[src/rtl/seq_matmul_pkg.sv]
// Shared types and helpers for the sequential DIMxDIM matrix multiplier.
package seq_matmul_pkg;

   typedef enum logic [2:0] {
      StIdle = 3'd0,
      StLoad = 3'd1,
      StCalc = 3'd2,
      StSign = 3'd3,
      StAcc  = 3'd4,
      StDone = 3'd5
   } state_e;

   // Width of the shift-add step counter for a DW-bit operand.
   function automatic int unsigned step_w(input int unsigned dw);
      return $clog2(dw + 1);
   endfunction

   // Flat element index of (row, col) in a row-major packed matrix.
   function automatic int unsigned elem_idx(input int unsigned row, input int unsigned col,
                                            input int unsigned dim);
      return row * dim + col;
   endfunction

endpackage

[src/rtl/seq_mac_lane.sv]
// One output-element lane: sign-magnitude load, serial shift-add multiply,
// sign fix-up and AW-bit accumulator of the DIM inner-product terms.
module seq_mac_lane #(
   parameter int unsigned DW = 16,
   parameter int unsigned AW = 34
) (
   input  logic          clk,
   input  logic          reset,
   input  logic          clr_i,
   input  logic          load_i,
   input  logic          step_i,
   input  logic          fix_i,
   input  logic          acc_i,
   input  logic          signed_i,
   input  logic [DW-1:0] a_i,
   input  logic [DW-1:0] b_i,
   output logic [AW-1:0] acc_o
);

   localparam int unsigned PW = 2 * DW + 1;

   logic [DW-1:0] mag_a_q, mag_a_d;
   logic          sign_q, sign_d;
   logic [PW-1:0] prod_q, prod_d;
   logic [AW-1:0] acc_q, acc_d;

   logic [DW-1:0] mag_a_in, mag_b_in;
   logic [DW:0]   sum;
   logic [AW-1:0] prod_ext;

   always_comb begin
      // -2^(DW-1) negates to itself, which is the correct unsigned magnitude.
      mag_a_in = (signed_i && a_i[DW-1]) ? -a_i : a_i;
      mag_b_in = (signed_i && b_i[DW-1]) ? -b_i : b_i;
      sum      = {1'b0, prod_q[2*DW-1:DW]} + (prod_q[0] ? {1'b0, mag_a_q} : '0);
      prod_ext = signed_i ? {{(AW-PW){prod_q[PW-1]}}, prod_q} : {{(AW-PW){1'b0}}, prod_q};
   end

   always_comb begin
      mag_a_d = mag_a_q;
      sign_d  = sign_q;
      prod_d  = prod_q;
      acc_d   = acc_q;
      if (clr_i) begin
         acc_d = '0;
      end else if (load_i) begin
         mag_a_d = mag_a_in;
         sign_d  = signed_i & (a_i[DW-1] ^ b_i[DW-1]);
         prod_d  = {{(DW+1){1'b0}}, mag_b_in};
      end else if (step_i) begin
         prod_d = {1'b0, sum, prod_q[DW-1:1]};
      end else if (fix_i) begin
         if (sign_q) prod_d = -prod_q;
      end else if (acc_i) begin
         acc_d = acc_q + prod_ext;
      end
   end

   always_ff @(posedge clk or posedge reset) begin
      if (reset) begin
         mag_a_q <= '0;
         sign_q  <= 1'b0;
         prod_q  <= '0;
         acc_q   <= '0;
      end else begin
         mag_a_q <= mag_a_d;
         sign_q  <= sign_d;
         prod_q  <= prod_d;
         acc_q   <= acc_d;
      end
   end

   assign acc_o = acc_q;

endmodule

[src/rtl/seq_matmul_nxn.sv]
// DIMxDIM integer matrix multiplier (C = A*B or C += A*B) built from one
// serial MAC lane per output element; the FSM walks k over the inner dimension.
module seq_matmul_nxn
   import seq_matmul_pkg::*;
#(
   parameter int unsigned DW  = 16,
   parameter int unsigned DIM = 2,
   parameter int unsigned AW  = 2 * DW + $clog2(DIM) + 1
) (
   input  logic                  clk,
   input  logic                  reset,
   input  logic                  start,
   input  logic                  signed_mode,
   input  logic                  acc_mode,
   input  logic [DIM*DIM*DW-1:0] mat_a,
   input  logic [DIM*DIM*DW-1:0] mat_b,
   output logic                  busy,
   output logic                  valid,
   output logic                  ovf,
   output logic [DIM*DIM*AW-1:0] mat_c
);

   localparam int unsigned NE = DIM * DIM;
   localparam int unsigned SW = step_w(DW);
   localparam int unsigned KW = (DIM > 1) ? $clog2(DIM) : 1;

   state_e               state_q, state_d;
   logic [SW-1:0]        step_q, step_d;
   logic [KW-1:0]        k_q, k_d;
   logic [NE*DW-1:0]     a_q, a_d, b_q, b_d;
   logic                 sm_q, sm_d, am_q, am_d;
   logic                 valid_q, valid_d, ovf_q, ovf_d;
   logic [NE*AW-1:0]     c_q, c_d;

   logic                 clr, load, step, fix, acc;
   logic [AW-1:0]        lane_acc [NE];
   logic [NE*AW-1:0]     c_new;
   logic                 ovf_any;

   always_comb begin
      state_d = state_q;
      step_d  = step_q;
      k_d     = k_q;
      a_d     = a_q;
      b_d     = b_q;
      sm_d    = sm_q;
      am_d    = am_q;
      valid_d = 1'b0;
      ovf_d   = ovf_q;
      c_d     = c_q;
      clr     = 1'b0;
      load    = 1'b0;
      step    = 1'b0;
      fix     = 1'b0;
      acc     = 1'b0;
      unique case (state_q)
         StIdle: begin
            if (start) begin
               clr     = 1'b1;
               a_d     = mat_a;
               b_d     = mat_b;
               sm_d    = signed_mode;
               am_d    = acc_mode;
               k_d     = '0;
               state_d = StLoad;
               if (!acc_mode) ovf_d = 1'b0;
            end
         end
         StLoad: begin
            load    = 1'b1;
            step_d  = '0;
            state_d = StCalc;
         end
         StCalc: begin
            step   = 1'b1;
            step_d = step_q + 1'b1;
            if (step_q == SW'(DW - 1)) state_d = StSign;
         end
         StSign: begin
            fix     = 1'b1;
            state_d = StAcc;
         end
         StAcc: begin
            acc = 1'b1;
            if (k_q == KW'(DIM - 1)) begin
               state_d = StDone;
            end else begin
               k_d     = k_q + 1'b1;
               state_d = StLoad;
            end
         end
         StDone: begin
            c_d     = c_new;
            ovf_d   = ovf_q | ovf_any;
            valid_d = 1'b1;
            state_d = StIdle;
         end
         default: state_d = StIdle;
      endcase
   end

   // Final write-back: optional add of the stored C with wrap/overflow detection.
   always_comb begin : done_sum
      logic [AW-1:0] old_c;
      logic [AW-1:0] res;
      logic          carry;
      c_new   = '0;
      ovf_any = 1'b0;
      for (int e = 0; e < int'(NE); e++) begin
         old_c        = am_q ? c_q[e*AW +: AW] : '0;
         {carry, res} = {1'b0, lane_acc[e]} + {1'b0, old_c};
         c_new[e*AW +: AW] = res;
         if (am_q) begin
            if (sm_q) begin
               ovf_any = ovf_any | ((lane_acc[e][AW-1] == old_c[AW-1]) &&
                                    (res[AW-1] != old_c[AW-1]));
            end else begin
               ovf_any = ovf_any | carry;
            end
         end
      end
   end

   for (genvar gi = 0; gi < DIM; gi++) begin : g_row
      for (genvar gj = 0; gj < DIM; gj++) begin : g_col
         logic [DW-1:0] a_el, b_el;
         assign a_el = a_q[elem_idx(gi, 32'(k_q), DIM) * DW +: DW];
         assign b_el = b_q[elem_idx(32'(k_q), gj, DIM) * DW +: DW];

         seq_mac_lane #(
            .DW(DW),
            .AW(AW)
         ) u_lane (
            .clk     (clk),
            .reset   (reset),
            .clr_i   (clr),
            .load_i  (load),
            .step_i  (step),
            .fix_i   (fix),
            .acc_i   (acc),
            .signed_i(sm_q),
            .a_i     (a_el),
            .b_i     (b_el),
            .acc_o   (lane_acc[gi*DIM+gj])
         );
      end
   end

   always_ff @(posedge clk or posedge reset) begin
      if (reset) begin
         state_q <= StIdle;
         step_q  <= '0;
         k_q     <= '0;
         a_q     <= '0;
         b_q     <= '0;
         sm_q    <= 1'b0;
         am_q    <= 1'b0;
         valid_q <= 1'b0;
         ovf_q   <= 1'b0;
         c_q     <= '0;
      end else begin
         state_q <= state_d;
         step_q  <= step_d;
         k_q     <= k_d;
         a_q     <= a_d;
         b_q     <= b_d;
         sm_q    <= sm_d;
         am_q    <= am_d;
         valid_q <= valid_d;
         ovf_q   <= ovf_d;
         c_q     <= c_d;
      end
   end

   assign busy  = (state_q != StIdle);
   assign valid = valid_q;
   assign ovf   = ovf_q;
   assign mat_c = c_q;

endmodule

[config.mk]
export PLATFORM = sky130hd
export DESIGN_NAME = seq_matmul_nxn
export DESIGN_NICKNAME = d
export VERILOG_FILES = /design/src/rtl/seq_matmul_pkg.sv /design/src/rtl/seq_mac_lane.sv /design/src/rtl/seq_matmul_nxn.sv
export SDC_FILE = /design/constraint.sdc
export NUM_CORES = 2
export LEC_CHECK = 0
export ABC_AREA = 1
export CORE_MARGIN = 2
export CORE_UTILIZATION = 35
export CTS_CLUSTER_DIAMETER = 120
export CTS_CLUSTER_SIZE = 28
export DETAILED_ROUTE_END_ITERATION = 6
export PLACE_DENSITY_LB_ADDON = 0.2
export SETUP_SLACK_MARGIN = 0.15
export SLEW_MARGIN = 20
export SYNTH_ARGS = -nofsm -noshare
export SYNTH_HDL_FRONTEND = slang
export SYNTH_SLANG_ARGS = --single-unit
[constraint.sdc]
create_clock -name clk -period 22.7 [get_ports clk]
set_input_delay 4.54 -clock clk [delete_from_list [all_inputs] [get_ports clk]]
set_output_delay 4.54 -clock clk [all_outputs]
set_load 0.02 [all_outputs]
==> run_results.csv <==
group,metric,value,unit
drt,via_count,45800,
cts,numClockSinks,581,
cts,cts-hold-fix-buffers,0,
cts,clk_path_buf_depth,3,
synthesis,synth_warnings,0,
worst_setup_path,worstReg2RegEnd,"mat_c[134]$_DFFE_PP0P_",
synthesis,async_flop_share,100,%
synthesis,ys_seq_area_share,31.0,%
finish,n_fill_cell,14200,
global_routing,grt_pass1_vias,42900,
die,die_area,137000,sq um
cts,cts-htree-levels,1,
global_routing,grt_overflow_total,0,
worst_hold_path,min_path_type,"reg2reg",
global_routing,grt_max_degree,170,
worst_hold_path,hold_start,"a_q[10]$_DFFE_PP0P_",
cts,post_cts_resized,0,
synthesis,synth_fp_nets,7418,
die,core-area,133000,sq um
cts,cts_tree,"built",
timing,setup_viol,0,
power,power.density,145,nW/um^2
timing,hold_ws,0.485,ns
worst_setup_path,rrSetupSlack,18.46,ns
worst_setup_path,cp-end-kind,"output pin",
global_routing,antenna_found_initial,6,
drt,vias_per_cell,5.17,
synthesis,synth_edf_count,0,
die,die_h,370,um
timing,rsz0062_at_grt,"false",
worst_setup_path,critPathLaunchType,"flop",
cts,clockRootBuffer,"clkbuf_16",
worst_setup_path,crit_slowest_cell,"clkdlybuf4s50_1",
synthesis,ys_types,65,
outcome,status,"completed",
synthesis,synth-seq-cells,581,
die,rows,134,
timing,hold_violations,0,
timing,drv_slew,0,
timing,min_period,7.07,ns
run,max_cap_violations,0,
timing,finalClockSkew,0.0371,ns
timing,worst_slew_pin_slew,1.22,ns
drt,dr.first_iter.drc_count,3779,
finish,area_growth,11.4,%
worst_setup_path,critical_path.endpoint,"busy",
drt,route.detailed.wl_per_inst,17.8,um
synthesis,synth.cell_area,46900,sq um
finish,ff_latch_area,14500,sq um
drt,drc,0,
placed_design,globalplace.congestion,0.930,
power,ir_drop,135,uV
die,io_pins,272,
cts,post_cts_buffers,0,
die,initial_core_util,35.2,%
worst_setup_path,worstPathRequired,18.16,ns
placed_design,place_ws,14.97,ns
worst_setup_path,critPathMaxStageDelay,0.57,ns
drt,postRouteAntennaNets,0,
power,cellLeakagePower,0.0266,uW
drt,wirelength,158000,um
drt,first_pass_iters,5,
placed_design,place_hpwl,123000,um
cts,numCtsBuffers,31,
timing,finalCritPeriodShare,31.1,%
worst_hold_path,whs_path_depth,2,
timing,final.setup.tns,0,ns
cts,clkTransAtPathRegs,0.12,ns
synthesis,synth-main-ff-cell,"dfrtp_1",
finish,multiInputGateArea,28100,sq um
worst_setup_path,crit_chain,"nor2_1, inv_1, nor2_1, inv_1, clkdlybuf4s50_1",
global_routing,grt_pass1_wl,248000,um
synthesis,avgSynthCellArea,6.77,sq um
synthesis,postSynthCellCount,6931,
timing,worst_slack,15.63,ns
worst_setup_path,startpoint,"state_q[1]$_DFFE_PP0P_",
finish,nets,7555,
cts,worstSkewPairLatency,0.71,ns
worst_setup_path,r2r_cells,17,
timing,relSlewSlack,17.7,%
worst_setup_path,crit_arrival,2.53,ns
timing,fmax,141,MHz
worst_setup_path,critical_path_class,"reg2out",
finish,drive_gt1_share,3.48,%
worst_setup_path,r2r_start,"am_q$_DFFE_PP0P_",
global_routing,grt_usage,22.6,%
worst_setup_path,worst-path-max-fanout,6,
placed_design,numPortBuffers,271,
die,die_w,370,um
-- cell usage in the layout (no fill, tap or decap), drive strengths merged, types with 11 or more instances in the layout --
| master | n |
|---|---|
| nand2 | 1860 |
| inv | 932 |
| o21ai | 799 |
| dfrtp | 581 |
| a21oi | 577 |
| nor2 | 563 |
| ha | 342 |
| nand3 | 310 |
| clkdlybuf4s50 | 271 |
| xor2 | 151 |
| a31oi | 79 |
| nor3 | 79 |
| nand4 | 65 |
| a21o | 48 |
| xnor2 | 45 |
| or2 | 42 |
| o21bai | 40 |
| nor4 | 33 |
| clkbuf | 32 |
| buf | 32 |
| o211ai | 29 |
| o31ai | 28 |
| o22ai | 21 |
| a211oi | 17 |
| o21a | 12 |
| fa | 12 |
| a21boi | 12 |
| clkinv | 11 |
-- where the power goes --
part           switching [uW]  internal, uW  total, uW
logic                    3090          1620       4710
clock network             418           267        686
registers                 695          1490       2190
total                    4200          3380       7580
-- stage by stage --
step	utilization, %	total power (uW)	cells	cell area [sq um]
2_1_floorplan	-	5340	6931	46900
3_3_place_gp	38.5	6810	8803	51300
3_5_place_dp	38.5	6860	8803	51300
4_1_cts	39.2	7580	8856	52300
5_1_grt	39.2	8330	8856	52300
6_report	39.2	7580	8857	52300
-- cells by family after synthesis --
group | after synthesis | synth area share (%)
AOI/OAI and AO/OA | 1702 | 20.0
buffers and inverters | 1123 | 9.31
and+or+nand+nor | 2975 | 26.5
DFF | 581 | 31.0
xor gates and xnor gates | 196 | 3.66
adders and majority gates | 354 | 9.63
-- worst max-delay path: cells and delay by family (launching register included) --
family,cells,cell delay [ns]
buffers and inverters,3,0.81
and+or+nand+nor,2,0.52
DFF,1,0.50
-- worst min path at each step --
| stage | to | slack (ns) |
|---|---|---|
| 2_1_floorplan | a_q[10]$_DFFE_PP0P_ | 0.44 |
| 3_3_place_gp | a_q[42]$_DFFE_PP0P_ | 0.46 |
| 6_report | a_q[10]$_DFFE_PP0P_ | 0.48 |
| 4_1_cts | a_q[42]$_DFFE_PP0P_ | 0.49 |
| 5_1_grt | a_q[19]$_DFFE_PP0P_ | 0.50 |
| 3_5_place_dp | a_q[10]$_DFFE_PP0P_ | 0.46 |
-- routing by layer --
| layer | vias up | GRT usage, % | part of all wire, % |
|---|---|---|---|
| met4 | 2 | 3.81 | 1.7 |
| met2 | 1164 | 34.1 | 42 |
| met3 | 112 | 1.99 | 5.4 |
| li1 | 23200 | - | - |
| met1 | 21400 | 35.0 | 51 |
| met5 | - | 0 | 0.0076 |
-- cell usage after synthesis (all sizes together), types with 48 or more instances --
| cell | count | share of area (%) |
|---|---|---|
| a21o | 48 | 0.77 |
| inv | 923 | 7.4 |
| nand3 | 310 | 3.4 |
| dfrtp | 581 | 31 |
| nor3 | 79 | 1.1 |
| buf | 54 | 0.76 |
| xor2 | 151 | 2.8 |
| o21ai | 799 | 8.7 |
| ha | 342 | 9.1 |
| nor2 | 563 | 4.8 |
| nand4 | 65 | 0.91 |
| a31oi | 79 | 1.1 |
| clkbuf | 145 | 1.2 |
| a21oi | 577 | 6.2 |
| nand2 | 1860 | 15 |
-- state kept, by name, indices dropped and copies added (netlist names) --
name,flops
a_q,64
am_q,1
b_q,64
g_row.g_col.u_lane.acc_o,136
g_row.g_col.u_lane.mag_a_q,32
g_row.g_col.u_lane.prod_q,132
g_row.g_col.u_lane.sign_q,4
k_q,1
mat_c,136
ovf,1
sm_q,1
state_q,3
step_q,5
valid,1
-- cell type report --
cell class	instances	share of cell area, %
Antenna cell	1	0.00479
Clock buffer	32	1.49
Clock inverter	21	0.455
Inverter	924	6.67
Multi-Input combinational cell	5227	53.7
Sequential cell	581	27.8
Tap cell	1768	4.23
Timing Repair Buffer	303	5.67
Power figures use the tool's default switching activity.
